--- src/rtl/serial_subtract_ctrl.sv ---
// Bit-serial subtractor controller: sequences an external single-bit
// full-subtractor cell LSB-first and assembles the parallel difference.
module serial_subtract_ctrl #(
  parameter int WIDTH = 8,
  parameter int CNT_W = 6
) (
  input  logic             clk,
  input  logic             rst_n,
  input  logic             op_start,
  input  logic [WIDTH-1:0] op_a,
  input  logic [WIDTH-1:0] op_b,
  input  logic             op_borrow_in,
  output logic             busy,
  output logic             done,
  output logic [WIDTH-1:0] diff,
  output logic             borrow_out,
  output logic             cell_a,
  output logic             cell_b,
  output logic             cell_borrow_in,
  output logic             cell_start,
  input  logic             cell_diff,
  input  logic             cell_borrow_out,
  input  logic             cell_done
);

  localparam logic [1:0] S_IDLE = 2'd0;
  localparam logic [1:0] S_RUN  = 2'd1;
  localparam logic [1:0] S_DONE = 2'd2;

  localparam logic [CNT_W-1:0] LAST_BIT = CNT_W'(WIDTH - 1);

  logic [1:0]       r_state;
  logic [WIDTH-1:0] r_a_sr;
  logic [WIDTH-1:0] r_b_sr;
  logic [WIDTH-1:0] r_res_sr;
  logic             r_brw;
  logic [CNT_W-1:0] r_cnt;
  logic [WIDTH-1:0] r_diff;
  logic             r_borrow_out;
  logic [WIDTH-1:0] w_res_next;

  // Result shift register with the new cell bit entering at the MSB
  // (written as shift/or so that WIDTH=1 needs no special case).
  always_comb begin
    w_res_next = (r_res_sr >> 1) | (WIDTH'(cell_diff) << (WIDTH - 1));
  end

  // Control FSM and datapath registers.
  always_ff @(posedge clk) begin
    if (!rst_n) begin
      r_state      <= S_IDLE;
      r_a_sr       <= '0;
      r_b_sr       <= '0;
      r_res_sr     <= '0;
      r_brw        <= 1'b0;
      r_cnt        <= '0;
      r_diff       <= '0;
      r_borrow_out <= 1'b0;
    end else begin
      case (r_state)
        S_IDLE: begin
          if (op_start) begin
            r_a_sr   <= op_a;
            r_b_sr   <= op_b;
            r_brw    <= op_borrow_in;
            r_cnt    <= '0;
            r_res_sr <= '0;
            r_state  <= S_RUN;
          end
        end
        S_RUN: begin
          if (cell_done) begin
            r_res_sr <= w_res_next;
            r_a_sr   <= r_a_sr >> 1;
            r_b_sr   <= r_b_sr >> 1;
            r_brw    <= cell_borrow_out;
            if (r_cnt == LAST_BIT) begin
              // Counter parks on the last bit so it never exceeds WIDTH-1.
              r_diff       <= w_res_next;
              r_borrow_out <= cell_borrow_out;
              r_state      <= S_DONE;
            end else begin
              r_cnt <= r_cnt + CNT_W'(1);
            end
          end
        end
        S_DONE: begin
          r_state <= S_IDLE;
        end
        default: begin
          r_state <= S_IDLE;
        end
      endcase
    end
  end

  // Status and cell-drive outputs decoded from registered state.
  always_comb begin
    busy           = (r_state == S_RUN) || (r_state == S_DONE);
    done           = (r_state == S_DONE);
    cell_start     = (r_state == S_RUN);
    cell_a         = r_a_sr[0];
    cell_b         = r_b_sr[0];
    cell_borrow_in = r_brw;
    diff           = r_diff;
    borrow_out     = r_borrow_out;
  end

endmodule
--- config.mk ---
export PLATFORM = sky130hd
export DESIGN_NAME = serial_subtract_ctrl
export DESIGN_NICKNAME = d
export VERILOG_FILES = /design/src/rtl/serial_subtract_ctrl.sv
export SDC_FILE = /design/constraint.sdc
export NUM_CORES = 1
export LEC_CHECK = 0
export ABC_CLOCK_PERIOD_IN_PS = 2620
export CAP_MARGIN = 20
export CORE_ASPECT_RATIO = 1.4
export CORE_MARGIN = 2
export CORE_UTILIZATION = 56
export CTS_BUF_LIST = sky130_fd_sc_hd__clkbuf_4
export CTS_CLUSTER_DIAMETER = 50
export DETAILED_ROUTE_END_ITERATION = 10
export HOLD_SLACK_MARGIN = 0.06
export PLACE_DENSITY = 0.88
export SLEW_MARGIN = 30
export SYNTH_ARGS = -nofsm -noshare
export SYNTH_HDL_FRONTEND = slang
export SYNTH_SLANG_ARGS = --single-unit
--- constraint.sdc ---
create_clock -name clk -period 2.62 [get_ports clk]
set_input_delay 0.393 -clock clk [delete_from_list [all_inputs] [get_ports clk]]
set_output_delay 0.393 -clock clk [all_outputs]
set_load 0.01 [all_outputs]
# Word level (Yosys, flattened, before mapping)
# Index checks and enable logic that the tools add are counted.
[classes]
addsub = 1
eq_ne = 7
n_mux = 20
bitwise = 1
n_reduce_logical = 7
[ops]
columns = ["operator", "n"]
rows = [
  ["2-to-1 mux 8 bit", 6],
  ["one-hot mux 8 bit (2 select lines)", 3],
  ["2-to-1 mux 6 bit", 3],
  ["one-hot mux 6 bit (2 select lines)", 1],
  ["AND reduction 3 bit", 3],
  ["OR 7 x 8 -> 8 bit", 1],
  ["adder 6 x 1 -> 6 bit, second input constant", 1],
  ["== test 6 x 3 -> 1 bit, second input constant", 1],
  ["2-to-1 mux 2 bit", 3],
  ["!= test 2 x 1 -> 1 bit, second input constant", 2],
  ["!= test 2 bit, second input constant", 2],
  ["one-hot mux 2 bit (2 select lines)", 1],
  ["AND reduction 4 bit", 1],
  ["== test 2 x 1 -> 1 bit, second input constant", 1],
  ["== test 2 bit, second input constant", 1],
  ["zero test 2 bit", 1],
  ["2-to-1 mux 1 bit", 2],
  ["one-hot mux 1 bit (2 select lines)", 1],
  ["nonzero test 2 bit", 1],
  ["logical OR 1 bit", 1],
]
[totals]
register_bits = 42
input_bits = 23
output_inout_bits = 15
word_cells = 44

# Depth between registers and ports, before layout
# Gate-level depths: netlist (run 1).
[depth]
ltp_word = 4
depth_mapped = 8
ltp_nobuf = 6

# Least setup slack after synthesis (run 1)
# No wires, ideal clock.
[synth_timing]
path_kind = "reg-to-reg"
startpoint = "register r_state[1]"
endpoint = "register r_brw, in the netlist cell_borrow_in"
setup_ns = 0.086
t_arrival_ns = 1.532
required_time_ns = 2.534
slack_ns = 1.003
path_stages_with_launch = 9
synth_period_minus_slack_ns = 1.617
cell_sequence = "dfxtp_1 inv_1 ha_1 clkbuf_8 nand2b_4 a21oi_4 buf_4 nor2_1 a211oi_1"
[synth_via]
elab_chain_len = 3
word_cells_on_any_way = 7
cone_classes = "eq/ne: 3; mux: 1; reduce/logical: 3"
[synth_rtl]
columns = ["element", "line_no", "text"]
rows = [
  ["start: declaration", "32", "logic [1:0] r_state;"],
  ["start signal: assignment", "51", "r_state <= S_IDLE;"],
  ["start signal: assignment", "68", "r_state <= S_RUN;"],
  ["start signal: assignment", "81", "r_state <= S_DONE;"],
  ["== test 2 x 1 -> 1 bit (*)", "--", ""],
  ["net cell_start", "20", "output logic cell_start,"],
  ["!= test 2 x 1 -> 1 bit (no line) or nonzero test 2 bit (tied branches)", "--", ""],
  ["AND reduction 3 bit (no line)", "--", ""],
  ["end signal: assignment", "65", "r_brw <= op_borrow_in;"],
  ["end signal: assignment", "76", "r_brw <= cell_borrow_out;"],
  ["end: declaration", "36", "logic r_brw;"],
]
# The timed path passes the listed nets; every way through them passes the cells marked *.
# A chain may end at the register's enable or synchronous reset.

# Worst setup path in the final report (run 1)
[layout_timing]
startpoint = "register r_state[1]"
endpoint = "output port cell_start"
[layout_via]
elab_chain_len = 1
[layout_rtl]
columns = ["element", "line_no", "text"]
rows = [
  ["== test 2 x 1 -> 1 bit", "101", "cell_start = (r_state == S_RUN);"],
  ["end: declaration", "20", ""],
]
# No other way between the ends.

==> flow_results.org, run 1 <==
** Synth
- Synth warnings :: 0
- Cells after synthesis :: 191
- Of all flip-flops after synthesis, the portion carrying an async set or reset was 0%.
- Post-synthesis cell type count :: 32
- Post-synthesis sequential element count :: 41
- In this run the cell area of the synthesized design comes to 0.00180 sq mm.
- Synthesis produced a netlist with a net count of 218.
- For this run, the register share of the synthesized area comes to 45.7%.
- The average instance in the mapped netlist occupies 9.41 sq um.
- Yosys mapped a number of flops with a built-in enable equal to 0.
- Dominant synthesized flop cell :: dfxtp_1

** Placed design
- The congestion estimate from routability-driven global placement came to 0.844.
- Number of input and output port buffers inserted :: 37
- DPL Wire Length :: 2.52 mm
- Worst slack after detailed placement :: 555 ps

** Setup path
- STA classifies the critical path startpoint as a flip-flop.
- The worst setup path is captured at an output port.
- At the worst endpoint, the required time is 2230 ps.
- Critical path type :: reg2out
- Arrival time reported for the critical path endpoint :: 1770 ps
- Critical path peak fanout :: 12

** Floorplanning
- Core Footprint :: 0.00309 sq mm
- The floorplan has 24 rows.
- Initial core utilization :: 58.1%
- The die covers 0.00368 sq mm.
- Die Y-Extent :: 71.0 um
- Die X :: 51.9 um
- In this run the count of I/O pins placed on the die edge is 38.

** GRT
- Pin count of the biggest net entering global routing :: 37
- First-pass GRT wire length :: 5.78 mm
- The via count of the first global-routing pass is 1,395.
- Antenna violations before repair :: 0
- Aggregate global-route resource usage :: 21.0%
- The total overflow left after global routing is 0.

** STA
- Setup violations remaining at the end of the flow were counted as 0.
- Setup TNS :: 0 ps
- The worst path uses 82.6% of the clock period.
- Relative slew margins :: 69.2%
- The hold violation total from the final report was 0.
- The number of max-slew violations in the final report came to 0.
- For the pin with the worst max-slew slack, the measured transition is 461 ps.
- Setup repair after global routing left no endpoint under its margin.
- Worst setup skew after layout :: 14.5 ps
- Slack of the critical path :: 457 ps
- After layout, the minimum clock period comes to 2160 ps.
- Peak clock frequency supported by timing :: 462 MHz

** Final layout
- In the final layout, flip-flops and latches occupy 821 sq um.
- Number of inserted filler cells in the final layout :: 247
- The repair_antennas step left the layout with diodes totalling 0.
- Commonest non-fill, non-tap cell in the layout :: dfxtp_1
- Area of the multi-input gates :: 883 sq um
- Net count, final :: 254
- Fraction of final layout cells with drive strength greater than 1 :: 6.58%
- Leading cell types in the layout, fill and taps excluded :: dfxtp_1, clkdlybuf4s50_1, nor2_1, mux2i_1, a211oi_1
- Cells fill 72.8% of the core in the end.
- From synthesis to final layout, the design area changed by 25.3%.

** Drt
- In this run, the number of DRC markers left after iteration 0 of detailed routing was 26.
- Post-detailed-route DRC marker count :: 0
- Number of nets with antenna violations after detailed routing :: 0
- Final wirelength :: 3.51 mm
- Dividing the detail-routed wire length by the instance count gives 13.1 um.
- Using the TritonRoute via totals, the vias-per-cell ratio works out to 5.45.
- First-pass iteration count of the detailed router :: 4
- Routed vias :: 1,456

** Power and ir drop
- Largest vdd supply drop :: 0.472 mV
- The analysis attributes to cell leakage a power of 0.808 nW.
- Power comes to 1.32 mW.
- For this design the ratio of total power to cell area is 587 mW/mm^2.

** Clock network
- The number of clock buffers added by TritonCTS is 5.
- The later pin in the worst-skew pair is clocked with a latency of 360 ps.
- Clock tree synthesis found a total of 41 sinks.
- The longest clock path from root to sink contains 2 buffers.
- After clock tree synthesis, the clock-pin slew on the worst setup and hold paths is 120 ps.
- TritonCTS built the clock tree.
- Buffers inserted to repair hold after CTS numbered 0.
- The H-tree generated during clock tree synthesis spans 2 levels.
- The cell sitting at the root of the clock tree is a clkbuf_4.
- Total setup buffers inserted after CTS :: 0
- After clock tree synthesis, the repair step resized 0 gates.

** Run
- The tool flagged a number of max-cap violations equal to 0.

** Run status
- The flow ran to the end, and the final reports show no timing, DRC or antenna violations.

** Hold path
- Hold Path Class :: reg2reg
## flip-flops by register name, summed over array words and instances, names as in the netlist
register and count:
r_a_sr 8, r_b_sr 8, borrow_out 1, r_state 2
r_res_sr 7, diff 8, cell_borrow_in 1, r_cnt 6
## cells in the mapped netlist (3+ instances only)
cell type	n	area, sq um
dfxtp_1	41	821
nor2_1	34	128
mux2i_1	25	250
a211oi_1	16	120
nand2_1	9	33.8
a21oi_1	8	40.0
a22oi_1	7	52.6
nand3_1	6	30.0
clkbuf_1	5	18.8
inv_1	5	18.8
ha_1	4	50.1
o21ai_0	4	20.0
buf_2	3	15.0
## cells by family after synthesis
kind of cell,Yosys count,synth area share (%)
buf+inv,17,5.15
mux,25,13.9
fa+ha+maj,4,2.79
simple gates,61,15.8
compound gates,43,16.6
flops,41,45.7
## report_power, final
| part | switching, mW | internal, mW |
|---|---|---|
| Clock | 0.201 | 0.197 |
| Sequential | 0.0201 | 0.663 |
| Combinational | 0.125 | 0.115 |
| Total | 0.346 | 0.975 |
## worst max-delay path, cell delays in order (launching register included)
cell and delay (ps):
dfxtp_1 330, inv_1 90, ha_1 390, clkdlybuf4s50_1 610
## layout make-up
class,instances,share of cell area (%)
clock buffer,5,1.67
clock inverter,3,1.83
inverter,5,0.834
multi-input combinational,133,39.2
sequential,41,36.5
tap,39,2.17
timing repair buffer,41,17.8
## per-stage QoR
step	hold WS (ps)	instance area, sq um	cells
2_1_floorplan	432	1800	191
3_3_place_gp	449	2170	259
3_5_place_dp	455	2170	259
4_1_cts	473	2250	267
5_1_grt	482	2250	267
6_report	474	2250	267
## final timing paths
path              slack (ps)  startpoint  depth (start not counted)          to
setup / recovery         460  r_state[1]                          3  cell_start
hold / removal           470   r_b_sr[7]                          2   r_b_sr[7]
setup reg to reg         610  r_state[1]                          7    r_cnt[5]
hold reg to reg          470   r_b_sr[7]                          2   r_b_sr[7]
## per-layer routing
layer | GRT usage, % | vias up | share of wire [%]
li1 | - | 753 | -
met1 | 22.0 | 670 | 43
met2 | 37.0 | 27 | 51
met3 | 7.17 | 6 | 3.8
met4 | 8.77 | 0 | 2.0
met5 | 0 | - | 0
Note: power is estimated with default switching activity, not from simulation.
==> run 2: changes to the inputs <==
ABC_CLOCK_PERIOD_IN_PS = 2300   (was 2620)
CORE_UTILIZATION = 52   (was 56)
PLACE_DENSITY = 0.82   (was 0.88)
clock period = 2.3 ns   (was 2.62 ns; I/O delays follow)
==> flow_results.org, run 2 (synthesis gave the netlist of run 1 again) <==
** Setup path
- STA classifies the critical path startpoint as a flip-flop.
- Kind of end point of the critical path :: output port
- Required time at the endpoint of the critical path :: 1960 ps
- Data arrives at the worst endpoint at 1750 ps.
- The slowest stage of the critical path is the clkdlybuf4s50_1 cell.
- Critical path peak fanout :: 12
- The largest single stage delay on the critical path is 610 ps.
- Critical path type :: reg2out
- Cell-by-cell listing of the critical path :: inv_1, ha_1, clkdlybuf4s50_1

** Clock network
- Clock insertion delay at the later pin of the skew report :: 340 ps
- CTS tree :: yes
- Clock-pin slew was measured on the worst setup and hold paths at 110 ps.
- Number of buffers added by the clock tree synthesis step :: 5
- In this run the deepest clock path goes through 2 buffers.
- Buffers added to address setup during post-CTS repair amount to 0.
- In this run the clock root is driven by a clkbuf_4.
- Number of clock sinks :: 41
- Gates resized during post-CTS repair numbered 0.
- In this run the number of H-tree levels came out at 2.
- The number of hold buffers added after CTS was 0.

** Drt
- Once detail routing completed, the nets flagged for antenna violations numbered 0.
- For this block, the via count after detailed routing is 1,456.
- For this run, design rule violations remaining after detail routing come to 0.
- After detailed routing, the total wire length is 3.54 mm.
- First-pass iteration count of the detailed router :: 5
- Dividing the detail-routed via count by the number of cells gives 5.41.
- Post-DR wirelength/cell :: 13.2 um
- In this run, the number of DRC markers left after iteration 0 of detailed routing was 28.

** Floorplanning
- During I/O placement, the number of pins put on the boundary was 38.
- The initialized floorplan defines 25 standard-cell rows.
- The floorplan step defined a die boundary enclosing 0.00395 sq mm.
- In this run the horizontal extent of the chip is 53.7 um.
- Initial core utilization :: 53.7%
- Core Footprint :: 0.00335 sq mm
- Die Y-Extent :: 73.6 um

** STA
- For the finished layout, the period the worst path requires is 2100 ps.
- Measured against its own limit, the worst slew margin works out to 71.3%.
- Worst-case hold slack :: 473 ps
- Hold Fails Final Rpt :: 0
- Unrepaired setup endpoints after global routing :: no
- Peak clock frequency supported by timing :: 476 MHz
- Worst setup skew after layout :: 8.37 ps
- Once routing completed, OpenROAD measured the worst setup slack at 201 ps.
- The worst path uses 91.3% of the clock period.
- The number of max-slew violations in the final report was 0.
- For the pin with the worst max-slew slack, the measured transition is 431 ps.
- Setup total negative slack on the finished layout was measured at 0 ps.
- Number of setup violations in the final report :: 0

** Placed design
- In this run, placement finished with an instance count of 262.
- Before CTS, the worst setup slack after placement is 333 ps.
- At the end of routability-driven placement, the weighted congestion stood at 0.848.
- Number of input and output port buffers inserted :: 37
- DPL Wire Length :: 2.55 mm
- Instance area at placement :: 0.00220 sq mm

** Final layout
- Of the cells placed in the final design, the portion with a size suffix greater than 1 is 6.99%.
- Fraction of the core area covered by cells at the end of the flow :: 67.2%
- Commonest non-fill, non-tap cell in the layout :: dfxtp_1
- Leading cell types in the layout, fill and taps excluded :: dfxtp_1, clkdlybuf4s50_1, nor2_1, mux2i_1, a211oi_1
- Once layout is complete, the cells apart from fillers number 269.
- Final standard cell area without fillers :: 0.00225 sq mm
- Diodes inserted :: 0
- Net count, final :: 256
- Relative to the synthesized area, the layout overhead comes to 25.2%.

** Power and ir drop
- Power spread over the standard cell area amounts to 619 mW/mm^2.
- Largest vdd supply drop :: 0.440 mV
- In this run the static leakage power is 0.812 nW.
- Total Power :: 1.39 mW

** GRT
- Antenna violations before repair :: 0
- Pin count of the biggest net entering global routing :: 33
- Gr ovfl total :: 0
- The via count of the first global-routing pass was 1,351.
- First-pass GRT wire length :: 5.78 mm
- Aggregate global-route resource usage :: 19.7%

** Run status
- The flow ran to the end, and the final reports show no timing, DRC or antenna violations.

** Hold path
- The worst hold path belongs to the class reg2reg.

** Run
- Across the run, the number of max-cap violations was 0.
-- run 2: cell types whose count changed in the layout (fill, tap and decap cells not counted) --
cell,previous run,this run
clkbuf_4,5,6
buf_4,4,5
buf_12,0,1
clkinvlp_4,1,0
bufinv_16,1,0
-- run 2: path summary, 6_finish.rpt --
path                            startpoint          to  slack (ps)  cells past startpoint
worst max-delay path            r_state[1]  cell_start         200                      3
worst min-delay path             r_b_sr[7]   r_b_sr[7]         470                      2
worst max register to register  r_state[1]    r_cnt[3]         320                      6
worst min register to register   r_b_sr[7]   r_b_sr[7]         470                      2
-- run 2: area by class of cell --
type                       instances  area, sq um
clock buffer                       6         45.0
clock inverter                     1         3.75
fill                             293         1100
inverter                           5         18.8
multi-input combinational        133          883
sequential                        41          821
tap                               40         50.0
timing repair buffer              43          428
-- run 2: power by group --
part / leakage, nW / total [mW] / internal [mW] / switching, mW
clock network: 0.0292 / 0.330 / 0.123 / 0.207
logic: 0.449 / 0.285 / 0.140 / 0.145
registers: 0.334 / 0.777 / 0.755 / 0.0223
-- run 2: critical path, delay by kind of cell, from the launching register on --
kind       cells  cell delay [ps]
flops          1              320
buf+inv        2              700
fa+ha+maj      1              390
-- run 2: routing by layer --
layer	vias up	GRT usage (%)	share of wire, %
li1	762	-	-
met1	657	22.7	44
met2	31	33.2	50
met3	6	5.49	4.9
met4	0	7.98	1.1
met5	-	0	0
